File: src/rtl/control_step_sequencer_if.sv
// Handshake and strobe bundle between the control-step sequencer and the bus datapath.
// The master modport is the sequencer side; the slave modport is the datapath or bench side.
interface control_step_sequencer_if #(
  parameter int DATA_W   = 32,
  parameter int NUM_REGS = 16,
  parameter int CNT_W    = 16
);
  logic                run;
  logic                mem_ready;
  logic [DATA_W-1:0]   ir;

  logic                pc_out;
  logic                mar_in;
  logic                inc_pc;
  logic                z_in;
  logic                z_low_out;
  logic                z_high_out;
  logic                pc_in;
  logic                read;
  logic                mdr_in;
  logic                mdr_out;
  logic                ir_in;
  logic                y_in;
  logic                lo_in;
  logic                hi_in;
  logic                lo_out;
  logic                hi_out;
  logic [NUM_REGS-1:0] reg_in;
  logic [NUM_REGS-1:0] reg_out;
  logic [4:0]          alu_op;

  logic                busy;
  logic                done;
  logic                halted;
  logic                illegal;
  logic [CNT_W-1:0]    instr_count;

  modport master (
    input  run, mem_ready, ir,
    output pc_out, mar_in, inc_pc, z_in, z_low_out, z_high_out, pc_in, read,
           mdr_in, mdr_out, ir_in, y_in, lo_in, hi_in, lo_out, hi_out,
           reg_in, reg_out, alu_op, busy, done, halted, illegal, instr_count
  );

  modport slave (
    output run, mem_ready, ir,
    input  pc_out, mar_in, inc_pc, z_in, z_low_out, z_high_out, pc_in, read,
           mdr_in, mdr_out, ir_in, y_in, lo_in, hi_in, lo_out, hi_out,
           reg_in, reg_out, alu_op, busy, done, halted, illegal, instr_count
  );
endinterface

File: src/rtl/control_step_sequencer.sv
// Multi-cycle control unit: fetch, then decoded T3..T6 execute steps for the bus datapath.
// It adds a memory-ready wait in T1, run/idle/halt modes and a completed-instruction counter.
module control_step_sequencer #(
  parameter int DATA_W   = 32,
  parameter int NUM_REGS = 16,
  parameter int CNT_W    = 16
) (
  input  logic                     clk,
  input  logic                     clr,
  control_step_sequencer_if.master bus
);
  localparam int REG_W = (NUM_REGS > 1) ? $clog2(NUM_REGS) : 1;

  typedef enum logic [3:0] {
    S_IDLE, S_T0, S_T1, S_T2, S_T3, S_T4, S_T5, S_T6, S_HALTED
  } state_e;

  typedef enum logic [2:0] {
    C_ALU3, C_MULDIV, C_UNARY, C_MFHI, C_MFLO, C_NOP, C_HALT, C_ILLEGAL
  } op_class_e;

  state_e              state_q, state_d;
  logic [CNT_W-1:0]    cnt_q, cnt_d;

  logic [4:0]          op;
  logic [REG_W-1:0]    ra, rb, rc;
  logic [NUM_REGS-1:0] ra_hot, rb_hot, rc_hot;
  op_class_e           op_class;
  logic                fin;

  assign op     = bus.ir[DATA_W-1 -: 5];
  assign ra     = bus.ir[DATA_W-6 -: REG_W];
  assign rb     = bus.ir[DATA_W-6-REG_W -: REG_W];
  assign rc     = bus.ir[DATA_W-6-2*REG_W -: REG_W];
  assign ra_hot = NUM_REGS'(1) << ra;
  assign rb_hot = NUM_REGS'(1) << rb;
  assign rc_hot = NUM_REGS'(1) << rc;

  always_comb begin
    case (op)
      5'b00011, 5'b00100, 5'b00101, 5'b00110,
      5'b00111, 5'b01000, 5'b01001, 5'b01010: op_class = C_ALU3;
      5'b01110, 5'b01111:                     op_class = C_MULDIV;
      5'b10000, 5'b10001:                     op_class = C_UNARY;
      5'b10111:                               op_class = C_MFHI;
      5'b11000:                               op_class = C_MFLO;
      5'b11001:                               op_class = C_NOP;
      5'b11010:                               op_class = C_HALT;
      default:                                op_class = C_ILLEGAL;
    endcase
  end

  // Strobes decode the registered state together with ir: the IR is only loaded at the
  // end of T2, so execute-step outputs cannot be precomputed a cycle earlier.
  always_comb begin
    bus.pc_out     = 1'b0;
    bus.mar_in     = 1'b0;
    bus.inc_pc     = 1'b0;
    bus.z_in       = 1'b0;
    bus.z_low_out  = 1'b0;
    bus.z_high_out = 1'b0;
    bus.pc_in      = 1'b0;
    bus.read       = 1'b0;
    bus.mdr_in     = 1'b0;
    bus.mdr_out    = 1'b0;
    bus.ir_in      = 1'b0;
    bus.y_in       = 1'b0;
    bus.lo_in      = 1'b0;
    bus.hi_in      = 1'b0;
    bus.lo_out     = 1'b0;
    bus.hi_out     = 1'b0;
    bus.reg_in     = '0;
    bus.reg_out    = '0;
    bus.alu_op     = '0;
    bus.illegal    = 1'b0;
    fin            = 1'b0;

    case (state_q)
      S_T0: begin
        bus.pc_out = 1'b1;
        bus.mar_in = 1'b1;
        bus.inc_pc = 1'b1;
        bus.z_in   = 1'b1;
      end
      S_T1: begin
        bus.z_low_out = 1'b1;
        bus.pc_in     = 1'b1;
        bus.read      = 1'b1;
        bus.mdr_in    = 1'b1;
      end
      S_T2: begin
        bus.mdr_out = 1'b1;
        bus.ir_in   = 1'b1;
      end
      S_T3: begin
        case (op_class)
          C_ALU3, C_MULDIV: begin
            bus.reg_out = rb_hot;
            bus.y_in    = 1'b1;
          end
          C_UNARY: begin
            bus.reg_out = rb_hot;
            bus.alu_op  = op;
            bus.z_in    = 1'b1;
          end
          C_MFHI: begin
            bus.hi_out = 1'b1;
            bus.reg_in = ra_hot;
            fin        = 1'b1;
          end
          C_MFLO: begin
            bus.lo_out = 1'b1;
            bus.reg_in = ra_hot;
            fin        = 1'b1;
          end
          C_ILLEGAL: begin
            bus.illegal = 1'b1;
            fin         = 1'b1;
          end
          default: fin = 1'b1;
        endcase
      end
      S_T4: begin
        if (op_class == C_UNARY) begin
          bus.z_low_out = 1'b1;
          bus.reg_in    = ra_hot;
          fin           = 1'b1;
        end else begin
          bus.reg_out = rc_hot;
          bus.alu_op  = op;
          bus.z_in    = 1'b1;
        end
      end
      S_T5: begin
        bus.z_low_out = 1'b1;
        if (op_class == C_MULDIV) begin
          bus.lo_in = 1'b1;
        end else begin
          bus.reg_in = ra_hot;
          fin        = 1'b1;
        end
      end
      S_T6: begin
        bus.z_high_out = 1'b1;
        bus.hi_in      = 1'b1;
        fin            = 1'b1;
      end
      default: ;
    endcase

    bus.done        = fin;
    bus.busy        = (state_q != S_IDLE) && (state_q != S_HALTED);
    bus.halted      = (state_q == S_HALTED);
    bus.instr_count = cnt_q;
  end

  always_comb begin
    state_d = state_q;
    cnt_d   = cnt_q;
    case (state_q)
      S_IDLE:   state_d = bus.run ? S_T0 : S_IDLE;
      S_T0:     state_d = S_T1;
      S_T1:     state_d = bus.mem_ready ? S_T2 : S_T1;
      S_T2:     state_d = S_T3;
      S_T3:     state_d = S_T4;
      S_T4:     state_d = S_T5;
      S_T5:     state_d = S_T6;
      S_T6:     state_d = S_IDLE;
      S_HALTED: state_d = S_HALTED;
      default:  state_d = S_IDLE;
    endcase
    if (fin) begin
      cnt_d = cnt_q + CNT_W'(1);
      if (op_class == C_HALT) begin
        state_d = S_HALTED;
      end else begin
        state_d = bus.run ? S_T0 : S_IDLE;
      end
    end
  end

  always_ff @(posedge clk) begin
    if (clr) begin
      state_q <= S_IDLE;
      cnt_q   <= '0;
    end else begin
      state_q <= state_d;
      cnt_q   <= cnt_d;
    end
  end
endmodule

File: src/flat_wrapper.sv
// flat-port wrapper written by rule: the top's interface ports become plain ports
module control_step_sequencer_flat 
#(
  parameter int DATA_W   = 32,
  parameter int NUM_REGS = 16,
  parameter int CNT_W    = 16
)
  (clk, clr, bus_run, bus_mem_ready, bus_ir, bus_pc_out, bus_mar_in, bus_inc_pc, bus_z_in, bus_z_low_out, bus_z_high_out, bus_pc_in, bus_read, bus_mdr_in, bus_mdr_out, bus_ir_in, bus_y_in, bus_lo_in, bus_hi_in, bus_lo_out, bus_hi_out, bus_reg_in, bus_reg_out, bus_alu_op, bus_busy, bus_done, bus_halted, bus_illegal, bus_instr_count);
  control_step_sequencer_if #(.DATA_W(DATA_W), .NUM_REGS(NUM_REGS), .CNT_W(CNT_W)) bus_i ();
  input  logic clk;
  input  logic clr;
  input wire logic [$bits(bus_i.run)-1:0] bus_run;
  input wire logic [$bits(bus_i.mem_ready)-1:0] bus_mem_ready;
  input wire logic [$bits(bus_i.ir)-1:0] bus_ir;
  output wire logic [$bits(bus_i.pc_out)-1:0] bus_pc_out;
  output wire logic [$bits(bus_i.mar_in)-1:0] bus_mar_in;
  output wire logic [$bits(bus_i.inc_pc)-1:0] bus_inc_pc;
  output wire logic [$bits(bus_i.z_in)-1:0] bus_z_in;
  output wire logic [$bits(bus_i.z_low_out)-1:0] bus_z_low_out;
  output wire logic [$bits(bus_i.z_high_out)-1:0] bus_z_high_out;
  output wire logic [$bits(bus_i.pc_in)-1:0] bus_pc_in;
  output wire logic [$bits(bus_i.read)-1:0] bus_read;
  output wire logic [$bits(bus_i.mdr_in)-1:0] bus_mdr_in;
  output wire logic [$bits(bus_i.mdr_out)-1:0] bus_mdr_out;
  output wire logic [$bits(bus_i.ir_in)-1:0] bus_ir_in;
  output wire logic [$bits(bus_i.y_in)-1:0] bus_y_in;
  output wire logic [$bits(bus_i.lo_in)-1:0] bus_lo_in;
  output wire logic [$bits(bus_i.hi_in)-1:0] bus_hi_in;
  output wire logic [$bits(bus_i.lo_out)-1:0] bus_lo_out;
  output wire logic [$bits(bus_i.hi_out)-1:0] bus_hi_out;
  output wire logic [$bits(bus_i.reg_in)-1:0] bus_reg_in;
  output wire logic [$bits(bus_i.reg_out)-1:0] bus_reg_out;
  output wire logic [$bits(bus_i.alu_op)-1:0] bus_alu_op;
  output wire logic [$bits(bus_i.busy)-1:0] bus_busy;
  output wire logic [$bits(bus_i.done)-1:0] bus_done;
  output wire logic [$bits(bus_i.halted)-1:0] bus_halted;
  output wire logic [$bits(bus_i.illegal)-1:0] bus_illegal;
  output wire logic [$bits(bus_i.instr_count)-1:0] bus_instr_count;
  assign bus_i.run = bus_run;
  assign bus_i.mem_ready = bus_mem_ready;
  assign bus_i.ir = bus_ir;
  assign bus_pc_out = bus_i.pc_out;
  assign bus_mar_in = bus_i.mar_in;
  assign bus_inc_pc = bus_i.inc_pc;
  assign bus_z_in = bus_i.z_in;
  assign bus_z_low_out = bus_i.z_low_out;
  assign bus_z_high_out = bus_i.z_high_out;
  assign bus_pc_in = bus_i.pc_in;
  assign bus_read = bus_i.read;
  assign bus_mdr_in = bus_i.mdr_in;
  assign bus_mdr_out = bus_i.mdr_out;
  assign bus_ir_in = bus_i.ir_in;
  assign bus_y_in = bus_i.y_in;
  assign bus_lo_in = bus_i.lo_in;
  assign bus_hi_in = bus_i.hi_in;
  assign bus_lo_out = bus_i.lo_out;
  assign bus_hi_out = bus_i.hi_out;
  assign bus_reg_in = bus_i.reg_in;
  assign bus_reg_out = bus_i.reg_out;
  assign bus_alu_op = bus_i.alu_op;
  assign bus_busy = bus_i.busy;
  assign bus_done = bus_i.done;
  assign bus_halted = bus_i.halted;
  assign bus_illegal = bus_i.illegal;
  assign bus_instr_count = bus_i.instr_count;
  control_step_sequencer #(.DATA_W(DATA_W), .NUM_REGS(NUM_REGS), .CNT_W(CNT_W)) u_core (.clk(clk), .clr(clr), .bus(bus_i));
endmodule
File: config.mk
export PLATFORM = sky130hd
export DESIGN_NAME = control_step_sequencer_flat
export DESIGN_NICKNAME = d
export VERILOG_FILES = /design/src/rtl/control_step_sequencer_if.sv /design/src/rtl/control_step_sequencer.sv /design/src/flat_wrapper.sv
export SDC_FILE = /design/constraint.sdc
export NUM_CORES = 1
export LEC_CHECK = 0
export CAP_MARGIN = 0
export CORE_ASPECT_RATIO = 1.25
export CORE_MARGIN = 5
export CORE_UTILIZATION = 50
export DETAILED_ROUTE_END_ITERATION = 10
export DONT_BUFFER_PORTS = 1
export HOLD_SLACK_MARGIN = 0.06
export PLACE_DENSITY = 0.68
export SYNTH_ARGS = -nofsm -noshare
export SYNTH_HDL_FRONTEND = slang
export SYNTH_SLANG_ARGS = --single-unit
File: constraint.sdc
create_clock -name clk -period 3.05 [get_ports clk]
set_clock_uncertainty 0.2 [all_clocks]
set_input_delay 0.4575 -clock clk [delete_from_list [all_inputs] [get_ports clk]]
set_output_delay 0.4575 -clock clk [all_outputs]
set_load 0.005 [all_outputs]
==> flow_metrics.env <==
export IMPL_status="finished clean"
export IMPL_final_util=0.515
export IMPL_vias=1987
export IMPL_ir_drop_uv=335
export IMPL_gr_total_overflow=0
export IMPL_clk_pin_slew_ns=0.07
export IMPL_crit_start="u_core.state_q[2]"
export IMPL_drt_wirelength_per_cell_um=17.9
export IMPL_maxSlewHeadroom=0.422
export IMPL_async_reset_ff_frac=0
export IMPL_cts_sinks=20
export IMPL_slew_viol_final=0
export IMPL_pre_cts_slack_ns=0.226
export IMPL_drtAntennaViolNets=0
export IMPL_grt_usage=0.198
export IMPL_clkLatencyLatePin_ns=0.26
export IMPL_grt_start_max_net_pins=27
export IMPL_yosysMostFrequentCell="nor2_1"
export IMPL_rsz0062_at_grt="false"
export IMPL_gp_congestion=0.807
export IMPL_arrival_ns=2.21
export IMPL_fp_coreArea_sq_um=3750
export IMPL_synth_seq_cells=20
export IMPL_final_setup_tns_ns=0
export IMPL_port_buffers=0
export IMPL_dpl_hpwl_um=3980
export IMPL_critPathKind="flop to primary output"
export IMPL_cts_inserted_buffers=3
export IMPL_grt_pass1_vias=1787
export IMPL_post_cts_buffers=0
export IMPL_diodes=0
export IMPL_yosysWarnings=0
export IMPL_power_mw=0.593
export IMPL_wl_um=5280
export IMPL_synth_common_cells="nor2_1 (26), nand2_1 (23), dfxtp_1 (20)"
export IMPL_worst_slew_pin_slew_ns=0.860
export IMPL_syn_num_nets=307
export IMPL_postLayoutSetupSlackWorst_ns=0.186
export IMPL_endpoint_kind="primary output"
export IMPL_clockBufferDepth=2
export IMPL_avgViaCountPerCell=6.74
export IMPL_yosys_area_top_type="dfxtp_1"
export IMPL_cts_tree="built"
export IMPL_fin_nets=293
export IMPL_die_area_sq_um=5180
export IMPL_area_growth_pct=0.717
export IMPL_drive_above_1_share=0.0980
export IMPL_cp_num_buf_inv=0
export IMPL_period_share=0.939
export IMPL_hold_viol_final=0
export IMPL_rows=25
export IMPL_netlist_area_leader_share=0.209
export IMPL_fp_dieW_um=65.4
export IMPL_die_h_um=79.3
export IMPL_synth_edf_count=0
export IMPL_crit_fanout=11
export IMPL_whs_ns=0.0645
export IMPL_min_path_type="input port to flop"
export IMPL_dr_pass1_iters=4
export IMPL_syn_cell_area_sq_um=1920
export IMPL_p_leak_nw=0.568
export IMPL_synth_area_per_cell_sq_um=7.10
export IMPL_ys_seq_area_frac=0.209
export IMPL_worstReg2RegStart="u_core.state_q[1]"
export IMPL_cts_root_buffer="clkbuf_8"
export IMPL_power_density_nw_per_um2=307
export IMPL_htreeDepth=1
export IMPL_hold_start="clr"
export IMPL_synth_ff_type="dfxtp_1"
export IMPL_synth_area_leaders="dfxtp_1 (21%), nor2_1 (5.1%), or4_1 (4.7%)"
export IMPL_period_minus_slack_ns=2.86
export IMPL_fmax_mhz=349
export IMPL_synthCells=270
export IMPL_start_kind="flop"
export IMPL_finalSetupViolations=0
export IMPL_cp_cell_sequence="nand2b_1 > or3_1 > or4_1 > o21ai_0"
export IMPL_max_cap_violations=0
export IMPL_grt_pass1_wl_um=8360
export IMPL_crit_family="simple AND/OR/NAND/NOR gates"
export IMPL_antenna_found_initial=0
export IMPL_cp_slowest_cell="dfxtp_1"
export IMPL_synth_cell_type_count=49
export IMPL_cp_required_ns=2.39
export IMPL_cp_slowest_stage_delay_ns=0.51
export IMPL_drc=0
export IMPL_initial_core_util=0.511
export IMPL_ioPinCount=109
export IMPL_drtIter0Drc=181
-- per-layer routing --
| layer | vias up | GRT usage | share of wire |
|---|---|---|---|
| met5 | - | 0 | 0 |
| met4 | 0 | 0.0539 | 0.0093 |
| met3 | 4 | 0.0608 | 0.10 |
| met2 | 77 | 0.353 | 0.50 |
| met1 | 921 | 0.225 | 0.39 |
| li1 | 985 | - | - |
-- logic make-up after synthesis --
kind of cell             after synthesis  share of synthesized area
flip-flops                            20                      0.209
AND/OR/NAND/NOR                      151                      0.443
multiplexers                           9                     0.0509
XOR/XNOR                               2                    0.00913
buffers and inverters                 29                     0.0783
AO/OA/AOI/OAI                         58                      0.204
adder cells (fa/ha/maj)                1                    0.00652
-- report_power, final --
| part | internal [mW] | switching (mW) | total (mW) |
|---|---|---|---|
| Sequential | 0.265 | 0.00993 | 0.275 |
| Clock | 0.115 | 0.0902 | 0.205 |
| Combinational | 0.0409 | 0.0719 | 0.113 |
-- path summary, 6_finish.rpt --
check	to	slack (ns)	cells after the start
worst max-delay path	bus_reg_out[0]	0.19	4
worst max register to register	u_core.bus.instr_count[5]	0.61	5
worst min register to register	u_core.bus.instr_count[11]	0.33	2
worst min-delay path	u_core.state_q[2]	0.06	1
-- cell usage in the layout, fill, tap and decap left out, drive strengths merged, types with 4 or more instances in the layout --
cell    instances
a21oi          16
and2            4
buf             4
clkbuf          4
dfxtp          20
inv             5
mux2            6
nand2          23
nand2b         11
nand3          13
nand4           6
nor2           27
nor2b          10
nor3           16
o21ai           8
o22ai           5
o31ai          10
o41ai           7
or3             6
or4            12
-- final cells by class --
class | instances | area (sq um)
fill | 402 | 1820
multi-input combinational | 221 | 1370
sequential | 20 | 400
clock buffer | 4 | 55.1
tap | 40 | 50.0
timing repair buffer | 5 | 40.0
inverter | 5 | 18.8
-- flip-flops by register name (all words and copies together), names as in the netlist --
| signal | count |
|---|---|
| u_core.state_q | 4 |
| u_core.bus.instr_count | 16 |
-- per-stage QoR --
step / instance area, sq um / instances
2_1_floorplan: 1920 / 270
3_3_place_gp: 1870 / 290
3_5_place_dp: 1870 / 290
4_1_cts: 1930 / 295
5_1_grt: 1930 / 295
6_report: 1930 / 295
-- what timing repair did --
| item | 4_1_cts | 5_1_grt |
|---|---|---|
| resized for setup | 0 | 0 |
| hold endpoints to repair | 10 | 0 |
| hold buffers | 1 | 0 |
(Power assumes the default switching activity.)
